==> src/rtl/alu_pipe_if.sv <==
// alu_pipe_if: bundles the operand-side and result-side handshakes of one
// alu_pipe execution slot.
//   in_valid/in_ready          operand-side handshake
//   a, b, operationSelect      operands and 12-bit opcode
//   in_tag                     opaque caller tag, returned with the result
//   out_valid/out_ready        result-side handshake
//   q, out_tag, flags          result, its tag, {illegal, zero, carry, overflow}
// modport slave is the ALU's view; modport master is the view of the logic
// that feeds operands and consumes results.
interface alu_pipe_if #(
    parameter int OPERANDSIZE = 64,
    parameter int TAGWIDTH    = 6
);
    logic                   in_valid;
    logic                   in_ready;
    logic [OPERANDSIZE-1:0] a;
    logic [OPERANDSIZE-1:0] b;
    logic [11:0]            operationSelect;
    logic [TAGWIDTH-1:0]    in_tag;
    logic                   out_valid;
    logic                   out_ready;
    logic [OPERANDSIZE-1:0] q;
    logic [TAGWIDTH-1:0]    out_tag;
    logic [3:0]             flags;

    modport slave (
        input  in_valid, a, b, operationSelect, in_tag, out_ready,
        output in_ready, out_valid, q, out_tag, flags
    );

    modport master (
        output in_valid, a, b, operationSelect, in_tag, out_ready,
        input  in_ready, out_valid, q, out_tag, flags
    );
endinterface

==> src/rtl/alu_pipe.sv <==
// alu_pipe: pipelined integer ALU with valid/ready on both sides.
// Ports:
//   clk  rising-edge clock
//   rst  synchronous active-high reset; empties the pipeline and clears q,
//        out_tag and flags
//   bus  alu_pipe_if.slave (operand handshake in, result handshake out)
// Opcodes: 0 ADD, 1 XOR, 2 AND, 3 OR, 4 SUB, 5 SLL, 6 SRL, 7 SRA, 8 SLT,
// 9 SLTU; anything else gives q=0 with the illegal flag set and still flows
// through in order. flags = {illegal, zero, carry, overflow}.
// With STAGES>1 the first stage holds operands and the remaining STAGES-1
// stages hold results (the extra ones only delay). With STAGES==1 the result
// is computed straight from the ports and registered once.
module alu_pipe #(
    parameter int OPERANDSIZE = 64,
    parameter int STAGES      = 2,
    parameter int TAGWIDTH    = 6
) (
    input  logic      clk,
    input  logic      rst,
    alu_pipe_if.slave bus
);
    localparam int W    = OPERANDSIZE;
    localparam int SHW  = $clog2(OPERANDSIZE);
    localparam int NRES = (STAGES > 1) ? STAGES - 1 : 1;

    localparam logic [11:0] OP_ADD  = 12'd0;
    localparam logic [11:0] OP_XOR  = 12'd1;
    localparam logic [11:0] OP_AND  = 12'd2;
    localparam logic [11:0] OP_OR   = 12'd3;
    localparam logic [11:0] OP_SUB  = 12'd4;
    localparam logic [11:0] OP_SLL  = 12'd5;
    localparam logic [11:0] OP_SRL  = 12'd6;
    localparam logic [11:0] OP_SRA  = 12'd7;
    localparam logic [11:0] OP_SLT  = 12'd8;
    localparam logic [11:0] OP_SLTU = 12'd9;

    // The whole pipeline moves together; it only freezes when a finished
    // result is waiting on the output and nobody takes it.
    logic stall;
    logic advance;
    assign stall        = bus.out_valid && !bus.out_ready;
    assign advance      = !stall;
    assign bus.in_ready = advance;

    // Operands feeding the combinational ALU.
    logic                src_valid;
    logic [W-1:0]        src_a;
    logic [W-1:0]        src_b;
    logic [11:0]         src_op;
    logic [TAGWIDTH-1:0] src_tag;

    generate
        if (STAGES == 1) begin : g_direct
            assign src_valid = bus.in_valid;
            assign src_a     = bus.a;
            assign src_b     = bus.b;
            assign src_op    = bus.operationSelect;
            assign src_tag   = bus.in_tag;
        end else begin : g_opreg
            logic                valid_reg;
            logic [W-1:0]        a_reg;
            logic [W-1:0]        b_reg;
            logic [11:0]         op_reg;
            logic [TAGWIDTH-1:0] tag_reg;

            always_ff @(posedge clk) begin
                if (rst) begin
                    valid_reg <= 1'b0;
                    a_reg     <= '0;
                    b_reg     <= '0;
                    op_reg    <= '0;
                    tag_reg   <= '0;
                end else if (advance) begin
                    valid_reg <= bus.in_valid;
                    a_reg     <= bus.a;
                    b_reg     <= bus.b;
                    op_reg    <= bus.operationSelect;
                    tag_reg   <= bus.in_tag;
                end
            end

            assign src_valid = valid_reg;
            assign src_a     = a_reg;
            assign src_b     = b_reg;
            assign src_op    = op_reg;
            assign src_tag   = tag_reg;
        end
    endgenerate

    // Combinational ALU. SUB is a + ~b + 1 so its carry-out reads as
    // "no borrow".
    logic [W:0]     sum_ext;
    logic [W:0]     diff_ext;
    logic [SHW-1:0] sh;
    logic [W-1:0]   res_q;
    logic           res_carry;
    logic           res_ovf;
    logic           res_ill;
    logic [3:0]     res_flags;

    assign sum_ext  = {1'b0, src_a} + {1'b0, src_b};
    assign diff_ext = {1'b0, src_a} + {1'b0, ~src_b} + {{W{1'b0}}, 1'b1};
    assign sh       = src_b[SHW-1:0];

    always_comb begin
        res_q     = '0;
        res_carry = 1'b0;
        res_ovf   = 1'b0;
        res_ill   = 1'b0;
        case (src_op)
            OP_ADD: begin
                res_q     = sum_ext[W-1:0];
                res_carry = sum_ext[W];
                // Same-sign operands producing an opposite-sign sum.
                res_ovf   = (src_a[W-1] == src_b[W-1]) && (sum_ext[W-1] != src_a[W-1]);
            end
            OP_SUB: begin
                res_q     = diff_ext[W-1:0];
                res_carry = diff_ext[W];
                // Opposite-sign operands where the difference takes b's sign.
                res_ovf   = (src_a[W-1] != src_b[W-1]) && (diff_ext[W-1] != src_a[W-1]);
            end
            OP_XOR:  res_q = src_a ^ src_b;
            OP_AND:  res_q = src_a & src_b;
            OP_OR:   res_q = src_a | src_b;
            OP_SLL:  res_q = src_a << sh;
            OP_SRL:  res_q = src_a >> sh;
            // Kept as its own assignment so the signed context is not lost.
            OP_SRA:  res_q = $signed(src_a) >>> sh;
            OP_SLT:  res_q = {{(W-1){1'b0}}, ($signed(src_a) < $signed(src_b))};
            OP_SLTU: res_q = {{(W-1){1'b0}}, (src_a < src_b)};
            default: res_ill = 1'b1;
        endcase
        res_flags = {res_ill, (res_q == '0), res_carry, res_ovf};
    end

    // Result stages; stage 0 captures the ALU output, later stages only
    // delay, and the last one drives the outputs. Bubbles travel as
    // invalid stages.
    logic                stage_valid [NRES];
    logic [W-1:0]        stage_q     [NRES];
    logic [TAGWIDTH-1:0] stage_tag   [NRES];
    logic [3:0]          stage_flags [NRES];

    genvar gi;
    generate
        for (gi = 0; gi < NRES; gi++) begin : g_stage
            logic                valid_reg;
            logic [W-1:0]        q_reg;
            logic [TAGWIDTH-1:0] tag_reg;
            logic [3:0]          flags_reg;
            logic                valid_next;
            logic [W-1:0]        q_next;
            logic [TAGWIDTH-1:0] tag_next;
            logic [3:0]          flags_next;

            if (gi == 0) begin : g_first
                assign valid_next = src_valid;
                assign q_next     = res_q;
                assign tag_next   = src_tag;
                assign flags_next = res_flags;
            end else begin : g_delay
                assign valid_next = stage_valid[gi-1];
                assign q_next     = stage_q[gi-1];
                assign tag_next   = stage_tag[gi-1];
                assign flags_next = stage_flags[gi-1];
            end

            always_ff @(posedge clk) begin
                if (rst) begin
                    valid_reg <= 1'b0;
                    q_reg     <= '0;
                    tag_reg   <= '0;
                    flags_reg <= '0;
                end else if (advance) begin
                    valid_reg <= valid_next;
                    q_reg     <= q_next;
                    tag_reg   <= tag_next;
                    flags_reg <= flags_next;
                end
            end

            assign stage_valid[gi] = valid_reg;
            assign stage_q[gi]     = q_reg;
            assign stage_tag[gi]   = tag_reg;
            assign stage_flags[gi] = flags_reg;
        end
    endgenerate

    assign bus.out_valid = stage_valid[NRES-1];
    assign bus.q         = stage_q[NRES-1];
    assign bus.out_tag   = stage_tag[NRES-1];
    assign bus.flags     = stage_flags[NRES-1];
endmodule

==> src/flat_wrapper.sv <==
// flat-port wrapper written by rule: the top's interface ports become plain ports
module alu_pipe_flat 
#(
    parameter int OPERANDSIZE = 64,
    parameter int STAGES      = 2,
    parameter int TAGWIDTH    = 6
)
  (clk, rst, bus_in_valid, bus_a, bus_b, bus_operationSelect, bus_in_tag, bus_out_ready, bus_in_ready, bus_out_valid, bus_q, bus_out_tag, bus_flags);
  alu_pipe_if #(.OPERANDSIZE(OPERANDSIZE), .TAGWIDTH(TAGWIDTH)) bus_i ();
  input  logic clk;
  input  logic rst;
  input wire logic [$bits(bus_i.in_valid)-1:0] bus_in_valid;
  input wire logic [$bits(bus_i.a)-1:0] bus_a;
  input wire logic [$bits(bus_i.b)-1:0] bus_b;
  input wire logic [$bits(bus_i.operationSelect)-1:0] bus_operationSelect;
  input wire logic [$bits(bus_i.in_tag)-1:0] bus_in_tag;
  input wire logic [$bits(bus_i.out_ready)-1:0] bus_out_ready;
  output wire logic [$bits(bus_i.in_ready)-1:0] bus_in_ready;
  output wire logic [$bits(bus_i.out_valid)-1:0] bus_out_valid;
  output wire logic [$bits(bus_i.q)-1:0] bus_q;
  output wire logic [$bits(bus_i.out_tag)-1:0] bus_out_tag;
  output wire logic [$bits(bus_i.flags)-1:0] bus_flags;
  assign bus_i.in_valid = bus_in_valid;
  assign bus_i.a = bus_a;
  assign bus_i.b = bus_b;
  assign bus_i.operationSelect = bus_operationSelect;
  assign bus_i.in_tag = bus_in_tag;
  assign bus_i.out_ready = bus_out_ready;
  assign bus_in_ready = bus_i.in_ready;
  assign bus_out_valid = bus_i.out_valid;
  assign bus_q = bus_i.q;
  assign bus_out_tag = bus_i.out_tag;
  assign bus_flags = bus_i.flags;
  alu_pipe #(.OPERANDSIZE(OPERANDSIZE), .STAGES(STAGES), .TAGWIDTH(TAGWIDTH)) u_core (.clk(clk), .rst(rst), .bus(bus_i));
endmodule
==> config.mk <==
export PLATFORM = sky130hd
export DESIGN_NAME = alu_pipe_flat
export DESIGN_NICKNAME = d
export VERILOG_FILES = /design/src/rtl/alu_pipe_if.sv /design/src/rtl/alu_pipe.sv /design/src/flat_wrapper.sv
export SDC_FILE = /design/constraint.sdc
export NUM_CORES = 2
export LEC_CHECK = 0
export ABC_AREA = 0
export CORE_AREA = 5 5 286 288
export CTS_CLUSTER_DIAMETER = 80
export DETAILED_ROUTE_END_ITERATION = 7
export DIE_AREA = 0 0 291 293
export DONT_BUFFER_PORTS = 1
export MAX_ROUTING_LAYER = met4
export SETUP_SLACK_MARGIN = 0.05
export SYNTH_ARGS = -nofsm -noshare
export SYNTH_HDL_FRONTEND = slang
export SYNTH_SLANG_ARGS = --single-unit
export TNS_END_PERCENT = 100
==> constraint.sdc <==
create_clock -name clk -period 7.57 [get_ports clk]
set_input_delay 2.271 -clock clk [delete_from_list [all_inputs] [get_ports clk]]
set_output_delay 2.271 -clock clk [all_outputs]
set_load 0.005 [all_outputs]
* After elaboration in Yosys (flattened, before gate mapping)
Cells that the tools add are included.
Operators by class: bitwise operators 4, reductions and logical operators 8, shift-type cells 3, mux-type cells 4, eq/ne operators 13, $lt $le $gt $ge 2, $add $sub $neg 3
Operators with widths (count):
- one-hot mux 64 bit (10 select lines) | 1
- adder 64 x 64 -> 65 bit | 2
- < comparator 64 bit | 2
- adder 65 x 1 -> 65 bit, second input constant | 1
- AND 64 bit | 1
- zero test 64 bit | 1
- inverter 64 bit | 1
- OR 64 bit | 1
- left shift 64 x 6 -> 64 bit | 1
- right shift 64 x 6 -> 64 bit | 1
- >>> shifter 64 x 6 -> 64 bit | 1
- XOR 64 bit | 1
- equality test 12 x 3 -> 1 bit, second input constant | 4
- equality test 12 x 2 -> 1 bit, second input constant | 2
- equality test 12 x 4 -> 1 bit, second input constant | 2
- equality test 12 x 1 -> 1 bit, second input constant | 1
- zero test 12 bit | 1
- OR reduction 10 bit | 1
- one-hot mux 1 bit (2 select lines) | 2
- logical AND 1 bit | 3
- != test 1 bit | 3
- zero test 1 bit | 2
- equality test 1 bit | 1
- 2-to-1 mux 1 bit | 1
Storage, ports and cells: bits in registers 222, bits of input ports 150

* Longest topological paths before layout
word-level depth 6, mapped depth 25, gate-level depth less buffers 18

* Least setup slack after synthesis
OpenSTA, ideal clock, no wires.
path type register to register, start point register u_core.g_opreg.b_reg[2], end point register u_core.g_stage[0].flags_reg[2] (netlist: u_core.bus.flags[2]), library setup time 87 ps, required time 7483 ps, slack 1139 ps, stages on the path, launching flop included 25, path buffers 8, arrival time 6344 ps, clock period less this slack 6431 ps, cells stage by stage dfxtp_1 > buf_2 > inv_1 > buf_2 > clkbuf_1 > clkbuf_1 > buf_2 > buf_1 > buf_1 > ha_1 > clkbuf_1 > o211a_1 > a21oi_1 > o32a_1 > a211o_1 > xnor2_1 > nor2_1 > or4_1 > or4b_1 > nor4_2 > nand4_1 > or4_1 > nor4_1 > nand4_1 > o31ai_1
On the way: longest elaborated chain between the ends 5
Ends and longest elaborated chain:
- start: declaration | RTL line alu_pipe.sv:62 | logic [W-1:0] b_reg;
- start signal: assignment | RTL line alu_pipe.sv:76 | b_reg <= bus.b;
- inverter 64 bit | RTL line alu_pipe.sv:102 | assign diff_ext = {1'b0, src_a} + {1'b0, ~src_b} + {{W{1'b0}}, 1'b1};
- adder 64 x 64 -> 65 bit | RTL line alu_pipe.sv:102
- adder 65 x 1 -> 65 bit | RTL line alu_pipe.sv:102
- one-hot mux 64 bit (10 select lines) (*) | RTL line alu_pipe.sv:110 | case (src_op)
- zero test 64 bit (*) | RTL line alu_pipe.sv:134 | res_flags = {res_ill, (res_q == '0), res_carry, res_ovf};
- end signal: assignment | RTL line alu_pipe.sv:179 | flags_reg <= flags_next;
- end: declaration | RTL line alu_pipe.sv:151 | logic [3:0] flags_reg;
Mark *: on every way between the ends. The rest lies on a longest branch, timed or not. A chain may end at the register's enable or synchronous reset.

* Final worst setup path
start point register u_core.g_opreg.b_reg[0], end point register u_core.g_stage[0].flags_reg[2] (netlist: u_core.bus.flags[2])
Same word-level chain as after synthesis.

==> Flow_metrics.wiki <==
{| class="wikitable"
! Metric !! Value
|-
| Status || finished clean
|-
| Post-synth top area share || 0.142
|-
| Final estimated routing congestion in global placement || 1.15
|-
| Post-synth cell types || 96
|-
| Worst setup SP type || register
|-
| Starting utilization of the core area || 0.399
|-
| Worst skew pair latency || 620 ps
|-
| Number of instances in the synthesized netlist || 4419
|-
| Peak supply drop || 203 µV
|-
| Reg2Reg Depth || 15
|-
| Final setup margin || 821 ps
|-
| CTS buffer count || 27
|-
| Congestion Overflow GR || 0
|-
| Final setup TNS || 0 ps
|-
| Startpoint of the tightest hold check path || u_core.g_opreg.valid_reg
|-
| Detailed-route DRC error count || 0
|-
| Smallest hold slack || 452 ps
|-
| Synth warnings || 0
|-
| Count of input and output buffers || 0
|-
| Wirelength per Cell || 38.2 µm
|-
| Std cell rows || 103
|-
| Total of flip-flops plus latches after synthesis || 222
|-
| Net total in the final layout || 4572
|-
| Netlist Area Pre-Place || 31400 µm²
|-
| Cell count after placement || 5248
|-
| Post-CTS Setup Inserts || 0
|-
| Overall die area || 85300 µm²
|-
| Largest area contributor in the netlist || dfxtp_1
|-
| Crit path DAT || 7280 ps
|-
| R2r setup slk || 820 ps
|-
| Category of the worst setup path capture point || register
|-
| Period utilisation layout || 0.892
|-
| Pwr/cell area || 157 nW/µm²
|-
| Hold Path Cell Cnt || 2
|-
| Final instance count without filler cells || 5314
|-
| Worst min-delay path endpoint || u_core.g_opreg.valid_reg
|-
| Setup clock skew after layout || 22.1 ps
|-
| Level count of the clock H-tree || 1
|-
| Placement Setup Slack || 1140 ps
|-
| Most numerous cell in the Yosys netlist || nand2_1
|-
| Clock sink count || 222
|-
| Count of flip-flops with a built-in enable after synthesis || 0
|-
| Area contributors post-synth || dfxtp_1 (14%), ha_1 (7.7%), a21oi_1 (7.6%), nand2_1 (7.4%), mux4_2 (7.3%)
|-
| Global-route usage over all layers || 0.459
|-
| Remaining antenna violation count after routing || 0
|-
| Final WL || 203 mm
|-
| Die W || 291 µm
|-
| Layout Area Growth over Synthesis || 6.77%
|-
| Clock slew at the register clock pins of the worst setup and hold paths || 60 ps
|-
| Slew Viols, Final || 0
|-
| Worst reg2reg path endpoint || u_core.bus.flags[2]
|-
| Relative contribution of the clock network to total power || 0.264
|-
| Fraction of registers with async set or reset after synthesis || 0
|-
| Average size of a mapped cell || 7.10 µm²
|-
| Initial antenna violation count || 15
|-
| Wire length of the first global-routing pass || 278 mm
|-
| Tightest Pin Transition || 1500 ps
|-
| Clk Tree Root Cell || clkbuf_16
|-
| Data required time at the worst endpoint || 8100 ps
|-
| HPWL after detailed placement || 159 mm
|-
| Fraction of final layout cells with drive strength greater than 1 || 0.113
|-
| Worst rel slew slack || 0.000205
|-
| RSZ-0062 raised after global routing || false
|-
| Commonest cells in the netlist || nand2_1 (620), a21oi_1 (476), nor2_1 (430), clkbuf_1 (277), o21ai_0 (230)
|-
| Sequential share of power || 0.267
|-
| Top Ports || 226
|-
| Post-Syn Nets || 4764
|-
| Synth Flop Type || dfxtp_1
|-
| Largest net degree at the start of global routing || 218
|-
| Largest driver fanout on the critical path || 51
|-
| Total power after layout || 5250 µW
|-
| Post-CTS Hold Buffers || 0
|-
| DR vias/cell || 7.21
|-
| Final setup violation count || 0
|-
| Clk buf depth || 3
|-
| Drt first pass iters || 6
|-
| Hold/Removal Path Class || register to register
|-
| Origin of the critical flop-to-flop path || u_core.g_opreg.b_reg[0]
|-
| Internal power summed over all cells || 2800 µW
|-
| Resize count post-CTS || 0
|-
| Post-synthesis sequential area ratio || 0.142
|-
| Filler instances || 8346
|-
| Number of failing hold endpoints at the final stage || 0
|-
| Combinational share of power || 0.468
|-
| Clock tree from TritonCTS || yes
|-
| Switching Power || 2450 µW
|-
| Min Tclk post-route || 6750 ps
|-
| Achievable frequency || 0.148 GHz
|-
| Number of global-route vias before repair || 34800
|-
| Height of the chip || 293 µm
|-
| Critical Setup Path Class || register to register
|-
| Core Box Area || 78600 µm²
|-
| Total number of vias || 38300
|-
| Initial detailed-routing violation count || 6213
|-
| Switching power share of the total || 0.466
|-
| Max-cap violations || 0
|-
| Static leakage || 0.0126 µW
|}
## worst max-delay path, stage by stage (launching register included)
cell and delay [ps]:
dfxtp_4 780, inv_2 340, ha_1 430, nand2_1 100
o21ai_0 320, mux2_2 490, a22o_1 280, a2111oi_0 700
o221ai_1 550, or4b_1 640, nor4_2 150, nand4_1 290
or4_1 640, nor4_1 500, nand4_1 140, o31ai_1 260
## power groups by stage
stage	clock network, µW	registers (µW)	logic (µW)
finish	1390	1400	2460
CTS	1410	1390	2320
global route	1460	1400	2510
floorplan	0	1330	1450
detailed placement	0	1420	2310
global placement	0	1420	2320
## placed cells by master (no fill, tap or decap), types with 39 or more instances in the layout
cell and count:
o31ai_1 39, nor4_1 50, ha_1 193, mux2_2 77, mux2i_1 160, o22ai_1 52, a221oi_1 46, nor3_1 102
nor2_1 426, nand2_1 620, a211oi_1 91, o21ai_0 229, dfxtp_1 214, o211ai_1 59, nand3_1 67, nor2b_1 39
mux4_2 101, buf_4 180, a21oi_1 476, nand4_1 65, inv_1 203, a22oi_1 41
## worst max path at each step
| stage | from | to | slack, ps | cells past startpoint |
|---|---|---|---|---|
| after floorplan | u_core.g_opreg.b_reg[2] | u_core.bus.flags[2] | 1140 | 24 |
| after global placement | u_core.g_opreg.b_reg[1] | u_core.bus.flags[2] | 1130 | 16 |
| after detailed placement | u_core.g_opreg.b_reg[1] | u_core.bus.flags[2] | 1140 | 15 |
| after CTS | u_core.g_opreg.b_reg[1] | u_core.bus.flags[2] | 1120 | 15 |
| after global routing | u_core.g_opreg.b_reg[0] | u_core.bus.flags[2] | 740 | 14 |
| final | u_core.g_opreg.b_reg[0] | u_core.bus.flags[2] | 820 | 15 |
## stage by stage
stage	util	area [µm²]
2_1_floorplan	-	31400
3_3_place_gp	0.414	32500
3_5_place_dp	0.414	32500
4_1_cts	0.425	33400
5_1_grt	0.426	33500
6_report	0.426	33500
## final cells by class
class | instances | area (µm²) | area share
clock inverters | 15 | 185 | 0.00553
repair buffers | 185 | 1450 | 0.0434
inverters | 211 | 800 | 0.0239
multi-input cells | 3580 | 24500 | 0.731
clock buffers | 34 | 742 | 0.0222
flip-flops and latches | 222 | 4460 | 0.133
well taps | 1050 | 1310 | 0.0392
diodes | 17 | 42.5 | 0.00127
## metal layers
metal  wire length (µm)  vias to the layer above  share of wire  GRT usage
met5                  0                        -              0          -
met4              11600                        0          0.057      0.198
met3              28000                      649           0.14      0.161
met2              81700                     3004           0.40      0.640
met1              81900                    18600           0.40      0.600
li1                   -                    16000              -          -
## cells by family after synthesis
kind of cell / count (synthesis) / share of synthesized area
AOI/OAI and AO/OA: 1466 / 0.310
xor gates and xnor gates: 23 / 0.00642
adders and majority gates: 195 / 0.0783
buffers and inverters: 617 / 0.0802
DFF: 222 / 0.142
muxes: 353 / 0.163
and+or+nand+nor: 1543 / 0.221
Note: power is estimated with default switching activity, not from simulation.
